**src/rtl/sreg_tx.sv**
```systemverilog
// sreg_tx: serial frame transmitter.
// Frame on q_reg: start (0), DATA_WIDTH data bits LSB first, optional even
// parity bit, stop (1). Each bit is held for BIT_DIV clock cycles.
//
// state     | meaning
// ----------+-------------------------------------------------
// ST_IDLE   | line idle at 1, d_ready high, waiting for d_valid
// ST_START  | driving the start bit (0)
// ST_DATA   | shifting data bits out LSB first
// ST_PARITY | driving the even-parity bit (skipped if PARITY_EN=0)
// ST_STOP   | driving the stop bit (1)
module sreg_tx #(
    parameter int DATA_WIDTH = 8,
    parameter int BIT_DIV    = 4,
    parameter int PARITY_EN  = 1
) (
    input  logic                  clock,
    input  logic                  rstn,
    input  logic [DATA_WIDTH-1:0] d_reg,
    input  logic                  d_valid,
    output logic                  d_ready,
    output logic                  q_reg,
    output logic                  busy_reg
);

    localparam int DIV_W = (BIT_DIV > 1) ? $clog2(BIT_DIV) : 1;
    localparam int CNT_W = (DATA_WIDTH > 1) ? $clog2(DATA_WIDTH) : 1;
    localparam logic [DIV_W-1:0] DIV_LOAD = DIV_W'(BIT_DIV - 1);
    localparam logic [CNT_W-1:0] CNT_LOAD = CNT_W'(DATA_WIDTH - 1);
    localparam logic [DIV_W-1:0] DIV_ONE  = DIV_W'(1);
    localparam logic [CNT_W-1:0] CNT_ONE  = CNT_W'(1);

    typedef enum logic [2:0] {
        ST_IDLE,
        ST_START,
        ST_DATA,
        ST_PARITY,
        ST_STOP
    } state_t;

    state_t                state_q, state_d;
    logic [DATA_WIDTH-1:0] shift_q, shift_d;
    logic [DIV_W-1:0]      div_q, div_d;
    logic [CNT_W-1:0]      cnt_q, cnt_d;
    logic                  par_q, par_d;
    logic                  line_q, line_d;
    logic                  busy_q, busy_d;
    logic                  bit_end;

    // Divider terminal count marks the last cycle of the current bit.
    assign bit_end  = (div_q == '0);
    assign d_ready  = (state_q == ST_IDLE);
    assign q_reg    = line_q;
    assign busy_reg = busy_q;

    // State and datapath registers; reset aborts any frame and parks the line high.
    always_ff @(posedge clock or negedge rstn) begin
        if (!rstn) begin
            state_q <= ST_IDLE;
            shift_q <= '0;
            div_q   <= '0;
            cnt_q   <= '0;
            par_q   <= 1'b0;
            line_q  <= 1'b1;
            busy_q  <= 1'b0;
        end else begin
            state_q <= state_d;
            shift_q <= shift_d;
            div_q   <= div_d;
            cnt_q   <= cnt_d;
            par_q   <= par_d;
            line_q  <= line_d;
            busy_q  <= busy_d;
        end
    end

    // Next-state logic: the line value for the next bit is registered at the
    // bit boundary so q_reg never depends combinationally on an input.
    always_comb begin
        state_d = state_q;
        shift_d = shift_q;
        div_d   = div_q;
        cnt_d   = cnt_q;
        par_d   = par_q;
        line_d  = line_q;
        busy_d  = busy_q;

        case (state_q)
            ST_IDLE: begin
                if (d_valid) begin
                    state_d = ST_START;
                    shift_d = d_reg;
                    par_d   = ^d_reg;
                    div_d   = DIV_LOAD;
                    line_d  = 1'b0;
                    busy_d  = 1'b1;
                end
            end
            ST_START: begin
                if (bit_end) begin
                    state_d = ST_DATA;
                    line_d  = shift_q[0];
                    shift_d = shift_q >> 1;
                    cnt_d   = CNT_LOAD;
                    div_d   = DIV_LOAD;
                end else begin
                    div_d = div_q - DIV_ONE;
                end
            end
            ST_DATA: begin
                if (bit_end) begin
                    div_d = DIV_LOAD;
                    if (cnt_q == '0) begin
                        if (PARITY_EN != 0) begin
                            state_d = ST_PARITY;
                            line_d  = par_q;
                        end else begin
                            state_d = ST_STOP;
                            line_d  = 1'b1;
                        end
                    end else begin
                        line_d  = shift_q[0];
                        shift_d = shift_q >> 1;
                        cnt_d   = cnt_q - CNT_ONE;
                    end
                end else begin
                    div_d = div_q - DIV_ONE;
                end
            end
            ST_PARITY: begin
                if (bit_end) begin
                    state_d = ST_STOP;
                    line_d  = 1'b1;
                    div_d   = DIV_LOAD;
                end else begin
                    div_d = div_q - DIV_ONE;
                end
            end
            ST_STOP: begin
                if (bit_end) begin
                    state_d = ST_IDLE;
                    line_d  = 1'b1;
                    busy_d  = 1'b0;
                end else begin
                    div_d = div_q - DIV_ONE;
                end
            end
            default: begin
                state_d = ST_IDLE;
                line_d  = 1'b1;
                busy_d  = 1'b0;
            end
        endcase
    end

endmodule

```
**config.mk**
```make
export PLATFORM = sky130hd
export DESIGN_NAME = sreg_tx
export DESIGN_NICKNAME = d
export VERILOG_FILES = /design/src/rtl/sreg_tx.sv
export SDC_FILE = /design/constraint.sdc
export NUM_CORES = 1
export LEC_CHECK = 0
export BUFFER_PORTS_ARGS = -buffer_cell sky130_fd_sc_hd__buf_2
export CORE_MARGIN = 2
export CORE_UTILIZATION = 39
export DETAILED_ROUTE_END_ITERATION = 8
export MAX_ROUTING_LAYER = met4
export PLACE_DENSITY = 0.56
export SLEW_MARGIN = 30
export SYNTH_ARGS = -nofsm -noshare
export SYNTH_HDL_FRONTEND = slang
export SYNTH_SLANG_ARGS = --single-unit
```
**constraint.sdc**
```tcl
create_clock -name clock -period 4.4 [get_ports clock]
set_input_delay 0.88 -clock clock [delete_from_list [all_inputs] [get_ports clock]]
set_output_delay 0.88 -clock clock [all_outputs]
set_load 0.02 [all_outputs]
```
==> summary.txt <==
Status
  – Run status: finished clean

Yosys
  – Warnings, synthesis: 0
  – Net count of the mapped netlist: 128
  – Post-Syn Instances: 114
  – Biggest area contributors in the synthesized netlist: sky130_fd_sc_hd__dfrtp_1 (39%), sky130_fd_sc_hd__mux2_2 (13%), sky130_fd_sc_hd__xnor2_1 (5.2%)
  – Number of storage elements in the synthesis netlist: 19
  – Cell taking the most area after synthesis: sky130_fd_sc_hd__dfrtp_1
  – Post-synthesis cell area: 0.00117 sq mm
  – Sequential-to-total area share from yosys stat: 40.8%
  – Fraction of synthesized cell area taken by the top area cell type: 38.5%
  – Mean post-synth cell area: 10.3 sq um
  – Post-synthesis cell type count: 36

Worst setup path
  – Max FO, Critical Path: 20
  – Maximum cell stage delay along the critical path: 0.60 ns
  – Kind of start point of the critical path: register
  – Path type of the worst setup path: register to output pin
  – Endpoint class of the critical path: output pin
  – CP required: 3.52 ns
  – Critical-path cell with the highest stage delay: sky130_fd_sc_hd__dfrtp_1
  – Data arrival time of the critical path: 1.51 ns
  – Chain of cells forming the critical path: nor3_1 -> buf_2

Cells and area
  – P&R area growth vs syn: 8.99%
  – Fin util: 45.4%
  – Number of flip-flops in the largest register: 8
  – Register containing the most flip-flops in the final layout: shift_q
  – Layout filler cell count: 283
  – Number of nets in the finished design: 139
  – Count of antenna diodes in the layout: 0
  – Top flop regs: shift_q (8), cnt_q (3), state_q (3)
  – Ratio of cells with drive above 1 in the final layout: 27.4%

Placed design
  – Buffers on Ports: 13
  – RD Place Congestion: 0.750
  – Half-perimeter wire length after placement: 1610 microns

Clocking
  – Clk pin slew, worst setup/hold paths: 0.13 ns
  – CTS Root Buffer Type: sky130_fd_sc_hd__clkbuf_4
  – CTS tree: built
  – Total clock sinks: 19
  – Htree depth: 1
  – Insertion delay of the later-clocked pin in the worst-skew pair: 0.30 ns
  – Number of setup buffers added after CTS: 0
  – Number of hold-repair buffers added at the cts stage: 0
  – Number of buffers created by CTS: 3
  – Post-cts resize count: 0
  – Max Buffers Root-to-Sink: 2

Power and ir drop
  – Power Dens Cells: 754 mW/mm^2
  – Leakage component of the power: 0.515 nW
  – Worst vdd ir: 0.300 mV

Detailed routing
  – DRT antenna net count: 0
  – Total wire length after detailed routing: 2170 microns
  – Vias per cell: 5.44
  – DRT iter0 DRCs: 9
  – Detailed-routing iteration count for the pre-antenna-repair pass: 4
  – DR DRC count: 0
  – Vias: 843
  – Average wire per standard cell: 14.0 microns

Timing
  – Minimum period implied by the final worst setup slack: 2.39 ns
  – Fin. Hold Viols: 0
  – Measured slew at the worst slew-check pin: 0.583 ns
  – Setup_tns: 0 ns
  – Timing-limited maximum frequency: 418 MHz
  – Headroom to the max-slew limit: 61.1%
  – Clock Skews: 0.0126 ns
  – Final Max Tran Viols: 0
  – Fraction of the cycle the final worst path needs: 54.3%
  – Number of endpoints failing setup at the final stage: 0
  – Unrepaired setup endpoints after global routing: no

Global routing
  – Number of global-route vias before repair: 867
  – Residual overflow from global routing: 0
  – GRT Util Overall: 14.4%
  – Wire length of the first global-routing pass: 3770 microns
  – Initial antenna violation count: 0
  – Maximum number of pins on one net before global-route repair: 21

Floorplanning
  – Vertical extent of the die: 58.7 microns
  – Boundary pin count: 14
  – Core box area: 0.00281 sq mm
  – Standard-cell rows: 19
  – DIE WIDTH: 58.7 microns
  – Initial cell density of the core: 41.7%
  – Die area: 0.00345 sq mm

Worst hold path
  – Class of the tightest hold or removal check: input pin to async pin

Job
  – Number of max-cap violations: 0
cell usage in the layout (no fill, tap or decap), types with 4 or more instances in the layout:
| cell | count |
|---|---|
| sky130_fd_sc_hd__mux2_2 | 14 |
| sky130_fd_sc_hd__o21ai_0 | 8 |
| sky130_fd_sc_hd__nand2b_1 | 5 |
| sky130_fd_sc_hd__a21oi_1 | 6 |
| sky130_fd_sc_hd__nand2_1 | 5 |
| sky130_fd_sc_hd__nor2b_1 | 4 |
| sky130_fd_sc_hd__inv_1 | 6 |
| sky130_fd_sc_hd__xnor2_1 | 7 |
| sky130_fd_sc_hd__dfrtp_1 | 18 |
| sky130_fd_sc_hd__buf_2 | 13 |
area by class of cell:
| type | count | area, sq um | area share, % |
|---|---|---|---|
| clock inverter | 1 | 7.51 | 0.589 |
| tap | 31 | 38.8 | 3.05 |
| clock buffer | 3 | 22.5 | 1.77 |
| sequential | 19 | 477 | 37.4 |
| timing repair buffer | 13 | 65.1 | 5.11 |
| multi-input combinational | 82 | 641 | 50.3 |
| inverter | 6 | 22.5 | 1.77 |
cell families after synthesis:
group	count (synthesis)	synth area share, %
AOI/OAI and AO/OA	30	17.8
xor gates and xnor gates	9	6.75
adders and majority gates	3	3.21
buffers and inverters	13	4.39
DFF	19	40.8
muxes	17	16.3
and+or+nand+nor	23	10.8
power breakdown:
group          internal, W  total [W]  switching (W)
clock            0.0000345  0.0000939      0.0000593
combinational     0.000260   0.000508       0.000247
sequential        0.000265   0.000359      0.0000940
total             0.000560   0.000960       0.000401
critical path: cells and delay by family, from the launching register on:
family | cells | cell delay (ns)
buffers and inverters | 1 | 0.23
flip-flops | 1 | 0.60
AND/OR/NAND/NOR | 1 | 0.39
synth_stat cells:
cell type                   count
sky130_fd_sc_hd__a211oi_1       1
sky130_fd_sc_hd__a21boi_0       1
sky130_fd_sc_hd__a21oi_1        6
sky130_fd_sc_hd__a21oi_2        1
sky130_fd_sc_hd__a21oi_4        1
sky130_fd_sc_hd__a221o_1        1
sky130_fd_sc_hd__a2bb2oi_1      1
sky130_fd_sc_hd__a311oi_1       1
sky130_fd_sc_hd__a31oi_1        1
sky130_fd_sc_hd__buf_1          1
sky130_fd_sc_hd__buf_2          2
sky130_fd_sc_hd__clkbuf_1       4
sky130_fd_sc_hd__dfrtp_1       18
sky130_fd_sc_hd__dfstp_2        1
sky130_fd_sc_hd__ha_1           3
sky130_fd_sc_hd__inv_1          6
sky130_fd_sc_hd__mux2_1         2
sky130_fd_sc_hd__mux2_2        14
sky130_fd_sc_hd__mux2i_1        1
sky130_fd_sc_hd__nand2_1        5
sky130_fd_sc_hd__nand2b_1       5
sky130_fd_sc_hd__nor2_1         2
sky130_fd_sc_hd__nor2b_1        4
sky130_fd_sc_hd__nor3_1         3
sky130_fd_sc_hd__nor3b_1        1
sky130_fd_sc_hd__nor4_1         1
sky130_fd_sc_hd__o211ai_1       1
sky130_fd_sc_hd__o21a_1         1
sky130_fd_sc_hd__o21ai_0        8
sky130_fd_sc_hd__o311ai_0       1
sky130_fd_sc_hd__o31ai_1        3
sky130_fd_sc_hd__o32ai_1        1
sky130_fd_sc_hd__o41ai_1        1
sky130_fd_sc_hd__or4_1          2
sky130_fd_sc_hd__xnor2_1        7
sky130_fd_sc_hd__xor2_1         2
stage by stage:
step | power, W | instance area [sq um] | instances | setup WS, ns | hold slack [ns]
2_1_floorplan | 0.000774 | 1170 | 114 | 2.21 | 0.449
6_report | 0.000960 | 1270 | 155 | 2.01 | 0.492
3_5_place_dp | 0.000878 | 1240 | 151 | 2.21 | 0.482
5_1_grt | 0.00106 | 1270 | 155 | 1.86 | 0.515
3_3_place_gp | 0.000862 | 1240 | 151 | 2.26 | 0.466
4_1_cts | 0.000974 | 1270 | 155 | 1.99 | 0.500
routing by layer:
metal | GRT usage [%] | wire length, microns | up-vias
li1 | - | - | 428
met1 | 19.2 | 1060 | 399
met2 | 22.7 | 1020 | 12
met3 | 1.98 | 56 | 4
met4 | 4.87 | 35 | 0
met5 | - | 0 | -
worst paths after layout:
kind,cells after the start,end,startpoint,slack (ns)
min in group clock,1,div_q[0],div_q[0],0.49
worst min register to register,1,div_q[0],div_q[0],0.49
worst min-delay path,1,div_q[1],rstn,0.49
max in group asynchronous,1,q_reg,rstn,3.57
worst max-delay path,2,d_ready,state_q[1],2.01
worst max register to register,4,shift_q[2],state_q[1],2.29
Note: power is estimated with default switching activity, not from simulation.
